--- config.mk ---
export PLATFORM = sky130hd
export DESIGN_NAME = ddr_read_arbiter
export DESIGN_NICKNAME = d
export VERILOG_FILES = /design/src/rtl/config_pkg.sv /design/src/rtl/ddr_arb_id_fifo.sv /design/src/rtl/ddr_read_arbiter.sv
export SDC_FILE = /design/constraint.sdc
export NUM_CORES = 1
export LEC_CHECK = 0
export ABC_CLOCK_PERIOD_IN_PS = 3300
export CAP_MARGIN = 20
export CORE_ASPECT_RATIO = 1.1
export CORE_UTILIZATION = 39
export DETAILED_ROUTE_END_ITERATION = 8
export PLACE_DENSITY = 0.78
export SLEW_MARGIN = 25
export SYNTH_ARGS = -nofsm -noshare
export SYNTH_HDL_FRONTEND = slang
export SYNTH_SLANG_ARGS = --single-unit
--- constraint.sdc ---
create_clock -name clk_i -period 3.3 [get_ports clk_i]
set_input_delay 0.495 -clock clk_i [delete_from_list [all_inputs] [get_ports clk_i]]
set_output_delay 0.495 -clock clk_i [all_outputs]
set_load 0.01 [all_outputs]
--- src/rtl/config_pkg.sv ---
// Shared configuration types for the DDR side of the accelerator.
// Holds the DDR bus types plus the read-arbiter requester ID and FSM state.
package config_pkg;

  typedef logic [31:0] ddr_address_t;
  typedef logic [63:0] ddr_data_t;

  localparam int DDR_ARB_NUM_REQ = 4;

  typedef logic [$clog2(DDR_ARB_NUM_REQ)-1:0] ddr_req_id_t;

  typedef enum logic [1:0] {
    RUN,
    DRAIN,
    DRAINED
  } ddr_arb_state_e;

endpackage

--- src/rtl/ddr_arb_id_fifo.sv ---
// Synchronous FIFO of requester IDs, one entry per outstanding DDR read.
// Head is the owner of the oldest unreturned read; DEPTH must be a power of 2.
module ddr_arb_id_fifo
  import config_pkg::*;
#(
  parameter int DEPTH = 8,
  localparam int CNT_W = $clog2(DEPTH + 1),
  localparam int PTR_W = $clog2(DEPTH)
) (
  input  logic             clk_i,
  input  logic             rst_i,
  input  logic             push_i,
  input  ddr_req_id_t      push_id_i,
  input  logic             pop_i,
  output ddr_req_id_t      head_o,
  output logic             full_o,
  output logic             empty_o,
  output logic [CNT_W-1:0] count_o
);

  ddr_req_id_t      mem [DEPTH];
  logic [PTR_W-1:0] wr_ptr;
  logic [PTR_W-1:0] rd_ptr;
  logic [CNT_W-1:0] count_q;
  logic             push_ok;
  logic             pop_ok;

  assign full_o  = (count_q == CNT_W'(DEPTH));
  assign empty_o = (count_q == '0);
  assign count_o = count_q;
  assign head_o  = mem[rd_ptr];
  assign push_ok = push_i && !full_o;
  assign pop_ok  = pop_i && !empty_o;

  // Storage is write-only on push; contents need no reset since count gates reads.
  always_ff @(posedge clk_i) begin
    if (push_ok) begin
      mem[wr_ptr] <= push_id_i;
    end
  end

  // Pointers wrap naturally because DEPTH is a power of 2; count tracks occupancy.
  always_ff @(posedge clk_i) begin
    if (rst_i) begin
      wr_ptr  <= '0;
      rd_ptr  <= '0;
      count_q <= '0;
    end else begin
      if (push_ok) wr_ptr <= wr_ptr + PTR_W'(1);
      if (pop_ok)  rd_ptr <= rd_ptr + PTR_W'(1);
      unique case ({push_ok, pop_ok})
        2'b10:   count_q <= count_q + CNT_W'(1);
        2'b01:   count_q <= count_q - CNT_W'(1);
        default: count_q <= count_q;
      endcase
    end
  end

endmodule

--- src/rtl/ddr_read_arbiter.sv ---
// Round-robin arbiter sharing the single DDR read channel among NUM_REQ requesters.
// Each issued read's owner is queued in an ID FIFO so in-order responses route back.
// Optional feature: define DDR_ARB_STATS_EN to add per-requester grant counters (grant_cnt_o).
// NUM_REQ must not exceed DDR_ARB_NUM_REQ, since IDs are stored as ddr_req_id_t.
module ddr_read_arbiter
  import config_pkg::*;
#(
  parameter int NUM_REQ = DDR_ARB_NUM_REQ,
  parameter int MAX_OUTSTANDING = 8,
  localparam int CNT_W = $clog2(MAX_OUTSTANDING + 1)
) (
  input  logic                      clk_i,
  input  logic                      rst_i,
  input  logic [NUM_REQ-1:0]        req_valid_i,
  input  ddr_address_t [NUM_REQ-1:0] req_addr_i,
  output logic [NUM_REQ-1:0]        req_ready_o,
  output logic [NUM_REQ-1:0]        rsp_valid_o,
  output ddr_data_t                 rsp_data_o,
  output ddr_address_t              ddr_address_o,
  output logic                      ddr_r_en_o,
  input  ddr_data_t                 ddr_r_data_i,
  input  logic                      ddr_r_valid_i,
  input  logic                      drain_i,
  output logic                      drained_o,
  output logic                      err_o,
  output logic [CNT_W-1:0]          outstanding_o
`ifdef DDR_ARB_STATS_EN
  ,
  output logic [NUM_REQ-1:0][31:0]  grant_cnt_o
`endif
);

  ddr_arb_state_e   state_q;
  ddr_req_id_t      rr_ptr;
  ddr_req_id_t      grant_idx;
  ddr_req_id_t      fifo_head;
  logic             grant_any;
  logic             can_issue;
  logic             fifo_full;
  logic             fifo_empty;
  logic             pop;
  logic [CNT_W-1:0] fifo_count;

  assign outstanding_o = fifo_count;
  assign drained_o     = (state_q == DRAINED);
  assign pop           = ddr_r_valid_i && !fifo_empty;
  assign can_issue     = (state_q == RUN) && !drain_i && !fifo_full;

  ddr_arb_id_fifo #(
    .DEPTH (MAX_OUTSTANDING)
  ) u_id_fifo (
    .clk_i     (clk_i),
    .rst_i     (rst_i),
    .push_i    (grant_any),
    .push_id_i (grant_idx),
    .pop_i     (pop),
    .head_o    (fifo_head),
    .full_o    (fifo_full),
    .empty_o   (fifo_empty),
    .count_o   (fifo_count)
  );

  // Pick the first valid requester after the last grant, wrapping modulo NUM_REQ.
  always_comb begin
    int          cand;
    ddr_req_id_t cand_id;
    cand        = 0;
    cand_id     = '0;
    grant_any   = 1'b0;
    grant_idx   = rr_ptr;
    req_ready_o = '0;
    if (can_issue) begin
      for (int i = 1; i <= NUM_REQ; i++) begin
        cand    = (int'(rr_ptr) + i) % NUM_REQ;
        cand_id = ddr_req_id_t'(cand);
        if (!grant_any && req_valid_i[cand_id]) begin
          grant_any = 1'b1;
          grant_idx = cand_id;
        end
      end
    end
    if (grant_any) begin
      req_ready_o[grant_idx] = 1'b1;
    end
  end

  // Round-robin pointer remembers the last winner; it moves only on a grant.
  always_ff @(posedge clk_i) begin
    if (rst_i) begin
      rr_ptr <= ddr_req_id_t'(NUM_REQ - 1);
    end else if (grant_any) begin
      rr_ptr <= grant_idx;
    end
  end

  // Register the granted address onto the DDR read port one cycle after the grant.
  always_ff @(posedge clk_i) begin
    if (rst_i) begin
      ddr_r_en_o    <= 1'b0;
      ddr_address_o <= '0;
    end else begin
      ddr_r_en_o <= grant_any;
      if (grant_any) begin
        ddr_address_o <= req_addr_i[grant_idx];
      end
    end
  end

  // Route each DDR return to the FIFO head owner; flag returns nobody asked for.
  always_ff @(posedge clk_i) begin
    if (rst_i) begin
      rsp_valid_o <= '0;
      rsp_data_o  <= '0;
      err_o       <= 1'b0;
    end else begin
      rsp_valid_o <= '0;
      if (pop) begin
        rsp_valid_o[fifo_head] <= 1'b1;
        rsp_data_o             <= ddr_r_data_i;
      end
      if (ddr_r_valid_i && fifo_empty) begin
        err_o <= 1'b1;
      end
    end
  end

  // Drain handshake: stop granting, wait for the channel to empty, release on drain_i low.
  always_ff @(posedge clk_i) begin
    if (rst_i) begin
      state_q <= RUN;
    end else begin
      unique case (state_q)
        RUN: begin
          if (drain_i) state_q <= DRAIN;
        end
        DRAIN: begin
          if (!drain_i)              state_q <= RUN;
          else if (fifo_count == '0) state_q <= DRAINED;
        end
        DRAINED: begin
          if (!drain_i) state_q <= RUN;
        end
        default: state_q <= RUN;
      endcase
    end
  end

`ifdef DDR_ARB_STATS_EN
  // One wrapping counter per requester, bumped only for the granted index.
  always_ff @(posedge clk_i) begin
    if (rst_i) begin
      grant_cnt_o <= '0;
    end else if (grant_any) begin
      grant_cnt_o[grant_idx] <= grant_cnt_o[grant_idx] + 32'd1;
    end
  end
`endif

endmodule

==> flow_summary.toml, run 1 <==
[detailed_routing]
drc = 0
postRouteAntennaNets = 0
wl_per_cell_um = 16.49
num_vias = 5516
drt_pass1_iterations = 4
drt_wl_total_mm = 18.17
drtIter0Drc = 307
drt-vias-per-instance = 5.005

[logic_synthesis]
synth_mux_area_share_pct = 14.08
synth_nets = 793
syn_area_um2 = 5919
synth_top_family_by_area = "simple AND/OR/NAND/NOR gates"
ys_seq_area_share_pct = 48.36
synthSimpleGateAreaFrac_pct = 17.80
async_flop_share_pct = 0
synth_flop_cell = "dfxtp_1"
ys_warn_count = 0
synth_area_per_cell_um2 = 10.07
yosys.area_share.adder_pct = 1.057
synth-compound-area-share_pct = 13.17
synthCells = 588
yosys_register_bits = 135
synth_cell_types = 50
synth-xor-area-share_pct = 1.458
synth_edf_count = 16

[clock_tree]
cts_sinks = 135
post_cts_buffers = 0
tritoncts = "yes"
cts_buffers = 17
holdBufCountCts = 0
cts_root_buffer = "clkbuf_16"
clk_latency_ns = 0.41
htreeDepth = 4
clk_pin_slew_ns = 0.06
clockBufferDepth = 2

[sta]
worst_slack_ns = 0.1075
max_clock_freq_ghz = 0.3132
min_period_ns = 3.192
rsz0062_at_grt = "no"
hold_viol_final = 0
fin_crit_sh_pct = 96.74
skew_ns = 0.01093
report.final.slew_viol_count = 0
setup_viol = 0
worstMarginPinSlew_ns = 0.7657
relSlewSlack_pct = 48.96

[setup_path]
reg2reg_from = "u_id_fifo.count_o[1]$_SDFFE_PP0P_"
crit_path_frequent_cell = "clkdlybuf4s50_1"
crit_arrival_ns = 2.70
crit_fanout = 6
start_kind = "primary input"
criticalPathCategory = "in2out"
cp_slowest_cell = "clkdlybuf4s50_1"
max_stage_delay_ns = 0.57
reg2reg_depth = 8
cp-startpoint = "req_valid_i[3]"
cp.required_ns = 2.80
cp-end-kind = "output pin"
crit_chain = "clkdlybuf4s50_1, nand2b_1, o31ai_1, buf_4, nor4_4, xnor2_4, inv_6, nor3_1, clkdlybuf4s50_1"

[grt]
grt_max_degree = 72
antenna_found_initial = 3
grt_pass1_vias = 5284
grtUsageTotal_pct = 22.78
grt_remaining_overflow = 0
grt_pass1_wl_mm = 27.78

[cells_and_area]
nets = 1101
final_common_cell = "clkdlybuf4s50_1"
layout_common_cells = "309 x clkdlybuf4s50_1, 142 x nand2_1, 119 x dfxtp_1"
syn_to_final_growth_pct = 66.88
postLayoutCoreUtil_pct = 67.57
layout-drive-gt1-share_pct = 11.12
final_cell_area_um2 = 9878

[floorplan]
rows = 46
design.core.area_um2 = 14620
start_util_pct = 40.49
die_height_um = 131.2
io_pins = 311
dieArea_um2 = 15680
die_width_um = 119.5

[power_and_ir_drop]
total_power_mw = 7.103
vdd_drop_max_mv = 0.3320
p_per_area_nw_per_um2 = 719.0
leakage_nw = 3.618

[place]
gp_congestion = 0.8280
hpwl_mm = 13.30
placed_area_um2 = 9235
port_buffers = 310
dp_slack_ns = -0.01965

[outcome]
status = "finished, final reports clean"

[worst_hold_path]
hp-class = "reg2reg"
hold_start = "rsp_data_o[2]$_SDFFE_PP0P_"
holdPathStages = 2

[run]
cap_viol_max_count = 0
[worst paths after layout]
kind	endpoint	slack (ns)
setup reg to reg	ddr_address_o[0]$_SDFFE_PP0P_	0.62
hold / removal	rsp_data_o[2]$_SDFFE_PP0P_	0.45
hold reg to reg	rsp_data_o[2]$_SDFFE_PP0P_	0.45
setup / recovery	req_ready_o[2]	0.11
[synthesized netlist by cell type, types with 2 or more instances]
library cell  number  share of area [%]
nand2b_1           9               0.95
a22o_1            31                4.6
a21oi_1           72                6.1
inv_1              4               0.25
xor2_1             5               0.74
nor2b_1           33                3.5
clkbuf_1          36                2.3
nor3_1             6               0.51
ha_1               5                1.1
nor4_1             2               0.21
a211oi_1           2               0.25
xnor2_1            3               0.44
buf_12             2               0.68
nand2_1          142                9.0
nor4b_1            2               0.30
and3_1             2               0.21
o21ai_0            5               0.42
or3_1              2               0.21
nand3b_1           3               0.38
dfxtp_1          119                 40
nor2_1            18                1.1
buf_1              3               0.19
edfxtp_1          16                8.1
mux2i_1            3               0.51
o31ai_1            2               0.25
nor3b_1            4               0.51
mux4_2            34                 13
[worst max-delay path: cells and delay by family]
family                 cells  cell delay, ns
buffers and inverters      4            1.32
AND/OR/NAND/NOR            3            0.60
XOR/XNOR                   1            0.22
AO/OA/AOI/OAI              1            0.07
[kinds of logic (layout without fill, tap and decap cells)]
group,count (synthesis),in the layout
AND/OR/NAND/NOR,228,228
other,0,2
multiplexers,39,39
buffers and inverters,50,370
adder cells (fa/ha/maj),5,5
XOR/XNOR,9,9
AO/OA/AOI/OAI,122,122
flip-flops,135,135
[through the flow]
stage | instances | hold slack [ns] | setup TNS [ns]
final | 1102 | 0.4512 | 0
after global routing | 1102 | 0.4696 | 0
after CTS | 1100 | 0.4542 | 0
after detailed placement | 1069 | 0.4457 | -0.01965
after global placement | 1069 | 0.4414 | 0
after floorplan | 588 | 0.4297 | 0
[area by class of cell]
cell class                      instances  area [um2]
Sequential cell                       135        2863
Timing Repair Buffer                  333        3286
Multi-Input combinational cell        403        2835
Fill cell                            1153        4741
Tap cell                              192       240.2
Inverter                                6       27.53
Clock inverter                         14       196.4
Clock buffer                           17       425.4
Antenna cell                            2       5.005
[where the power goes]
part	internal (mW)	total [mW]	switching, mW
Clock	1.27	2.01	0.739
Combinational	1.56	2.84	1.27
Sequential	2.05	2.26	0.209
[sequential cells by signal, indices dropped and copies added, names as in the netlist, named ones only]
register / count
rr_ptr: 2
rsp_data_o: 64
ddr_r_en_o: 1
ddr_address_o: 32
err_o: 1
u_id_fifo.mem: 16
rsp_valid_o: 4
u_id_fifo.wr_ptr: 3
u_id_fifo.count_o: 4
state_q: 2
u_id_fifo.rd_ptr: 3
[layer usage]
layer | global-route usage (%) | wire length, um | vias to the layer above
met5 | 0 | 11 | -
met4 | 7.569 | 409 | 2
met3 | 8.116 | 1519 | 23
met2 | 40.46 | 9328 | 228
met1 | 24.89 | 6900 | 2571
li1 | - | - | 2692
[timing repair]
action	in CTS	in global routing
setup endpoints to repair	1	2
pin swaps	0	0
gates cloned	0	0
gates resized for setup	1	2
(Power assumes the default switching activity.)
==> run 2, diff against run 1 <==
--- a/config.mk
+++ b/config.mk
@@ -9,6 +9,7 @@
 export CAP_MARGIN = 20
 export CORE_ASPECT_RATIO = 1.1
 export CORE_UTILIZATION = 39
+export CTS_CLUSTER_DIAMETER = 120
 export DETAILED_ROUTE_END_ITERATION = 8
 export PLACE_DENSITY = 0.78
 export SLEW_MARGIN = 25
==> results of run 2 <==
Same layout as run 1: the final DEF is identical, and so are final timing and power.
==> run 3, diff against run 2 <==
--- a/config.mk
+++ b/config.mk
@@ -8,10 +8,11 @@
 export ABC_CLOCK_PERIOD_IN_PS = 3300
 export CAP_MARGIN = 20
 export CORE_ASPECT_RATIO = 1.1
-export CORE_UTILIZATION = 39
+export CORE_UTILIZATION = 40
 export CTS_CLUSTER_DIAMETER = 120
 export DETAILED_ROUTE_END_ITERATION = 8
-export PLACE_DENSITY = 0.78
+export GPL_TIMING_DRIVEN = 0
+export PLACE_DENSITY = 0.79
 export SLEW_MARGIN = 25
 export SYNTH_ARGS = -nofsm -noshare
 export SYNTH_HDL_FRONTEND = slang
==> run 3 against run 2 <==
Worst hold slack about the same. Critical path type unchanged. Count of clock-buffer cells in the layout grew 2. Global-route usage rose by 2.5 points. Largest cell class unchanged. Sequential cell count unchanged. Wire length grew 5.6%. Worst setup slack better by 0.080 ns. Total power down 1.3%. Non-clock buffer count increased by 22. Clock skew fell by 0.0021 ns.
==> flow_summary.toml, run 3 (synthesis gave the netlist of run 1 again) <==
[clock_tree]
tritoncts = "yes"
cts_root_buffer = "clkbuf_16"
clk_latency_ns = 0.41
cts_buffers = 17
htreeDepth = 4
clk_pin_slew_ns = 0.06
clockBufferDepth = 2
cts_sinks = 135

[setup_path]
cp.required_ns = 2.80
cp-end-kind = "output pin"
crit_arrival_ns = 2.62
reg2reg_from = "u_id_fifo.count_o[1]$_SDFFE_PP0P_"
reg2reg_depth = 12
r2r_setup_slack_ns = 0.30
timing.rr.end = "u_id_fifo.count_o[2]$_SDFFE_PP0P_"
criticalPathCategory = "in2out"
endpoint = "req_ready_o[2]"
start_kind = "primary input"
crit_fanout = 17
cp-startpoint = "req_valid_i[2]"

[power_and_ir_drop]
total_power_mw = 7.007
p_per_area_nw_per_um2 = 707.5
vdd_drop_max_mv = 0.3922
leakage_nw = 3.631

[sta]
max_clock_freq_ghz = 0.3213
skew_ns = 0.008824
report.final.slew_viol_count = 0
fin_crit_sh_pct = 94.33
min_period_ns = 3.113
worstMarginPinSlew_ns = 0.8560
rsz0062_at_grt = "no"
hold_viol_final = 0
relSlewSlack_pct = 42.59
setup_viol = 0
worst_slack_ns = 0.1873

[cells_and_area]
syn_to_final_growth_pct = 67.32
largest_reg_flops = 64
nets = 1123
final_cell_area_um2 = 9905
layout_common_cells = "303 x clkdlybuf4s50_1, 142 x nand2_1, 117 x dfxtp_1"
largestRegisters = "rsp_data_o (64), ddr_address_o (32), u_id_fifo.mem (16)"
top_register = "rsp_data_o"
final_common_cell = "clkdlybuf4s50_1"
layout-drive-gt1-share_pct = 9.882
fillers = 1157

[grt]
grt_pass1_vias = 5666
grt_max_degree = 18
grt_pass1_wl_mm = 29.47
antenna_found_initial = 3
grtUsageTotal_pct = 25.31
grt_remaining_overflow = 0

[detailed_routing]
postRouteAntennaNets = 0
drt_pass1_iterations = 4
drt-vias-per-instance = 4.988
wl_per_cell_um = 17.05
num_vias = 5612
drtIter0Drc = 223
drc = 0
drt_wl_total_mm = 19.19

[worst_hold_path]
hp-class = "reg2reg"

[floorplan]
io_pins = 311
die_width_um = 118.0
design.core.area_um2 = 14450
start_util_pct = 40.98
die_height_um = 129.6
rows = 46
dieArea_um2 = 15290

[place]
gp_congestion = 0.7997
placed_area_um2 = 9258
port_buffers = 309
hpwl_mm = 14.94
dp_slack_ns = -0.4124

[run]
cap_viol_max_count = 0

[outcome]
status = "finished, final reports clean"
-- run 3: cell types whose count changed in the layout (fill, tap and decap cells not counted), moves of 3 or more --
| cell | before | now |
|---|---|---|
| bufinv_16 | 4 | 1 |
| clkdlybuf4s50_1 | 309 | 303 |
| buf_4 | 23 | 4 |
| clkbuf_1 | 0 | 34 |
| buf_1 | 0 | 3 |
| dlygate4sd2_1 | 0 | 4 |
-- run 3: worst min-delay path by stage --
stage | endpoint | depth (start not counted) | startpoint | slack, ns
6_report | rsp_data_o[14]$_SDFFE_PP0P_ | 2 | rsp_data_o[14]$_SDFFE_PP0P_ | 0.45
5_1_grt | rsp_data_o[22]$_SDFFE_PP0P_ | 2 | rsp_data_o[22]$_SDFFE_PP0P_ | 0.46
4_1_cts | rsp_data_o[61]$_SDFFE_PP0P_ | 2 | rsp_data_o[61]$_SDFFE_PP0P_ | 0.45
3_5_place_dp | rsp_data_o[61]$_SDFFE_PP0P_ | 2 | rsp_data_o[61]$_SDFFE_PP0P_ | 0.45
3_3_place_gp | rsp_data_o[36]$_SDFFE_PP0P_ | 2 | rsp_data_o[36]$_SDFFE_PP0P_ | 0.44
2_1_floorplan | state_q[0]$_SDFFE_PP0P_ | 1 | state_q[1]$_SDFFE_PP0P_ | 0.43
-- run 3: where the power goes --
part	leakage (nW)	internal [mW]	total (mW)	switching, mW
clock network	0.284	1.09	1.82	0.731
logic	2.23	1.59	2.91	1.33
registers	1.12	2.05	2.27	0.220
-- run 3: per-stage QoR --
step	cells	TNS [ns]	utilization (%)	hold WS [ns]
after detailed placement	1089	-2.123	64.08	0.4455
after floorplan	588	0	-	0.4297
final	1125	0	68.56	0.4513
after global routing	1124	0	68.54	0.4645
after CTS	1123	0	68.43	0.4538
after global placement	1089	-3.127	64.05	0.4416
-- run 3: repair_timing --
action                     CTS  global route
hold buffers                 0             0
resized for setup           14             5
pin swaps                    3             0
setup endpoints to repair    5             3
buffers inserted             3             0
-- run 3: routing by layer --
| metal | track usage (%) | up-vias | routed length (um) |
|---|---|---|---|
| li1 | - | 2739 | - |
| met1 | 26.02 | 2635 | 7162 |
| met2 | 48.24 | 216 | 10160 |
| met3 | 8.803 | 20 | 1560 |
| met4 | 7.843 | 2 | 291 |
| met5 | 0 | - | 13 |
-- run 3: cell type report --
type / instances / area (um2) / area share [%]
Antenna cell: 2 / 5.005 / 0.05053
Buffer: 43 / 217.7 / 2.198
Clock buffer: 19 / 454.2 / 4.586
Clock inverter: 13 / 120.1 / 1.213
Inverter: 6 / 27.53 / 0.2779
Multi-Input combinational cell: 403 / 2859 / 28.87
Sequential cell: 135 / 2865 / 28.93
Tap cell: 192 / 240.2 / 2.425
Timing Repair Buffer: 312 / 3115 / 31.46
-- run 3: worst max-delay path, stage by stage --
cell,delay (ns)
clkdlybuf4s50_1,0.56
nand2b_1,0.16
a21oi_1,0.07
nor4_4,0.40
xnor2_4,0.19
inv_6,0.10
buf_12,0.17
nor3_1,0.16
dlygate4sd2_1,0.29
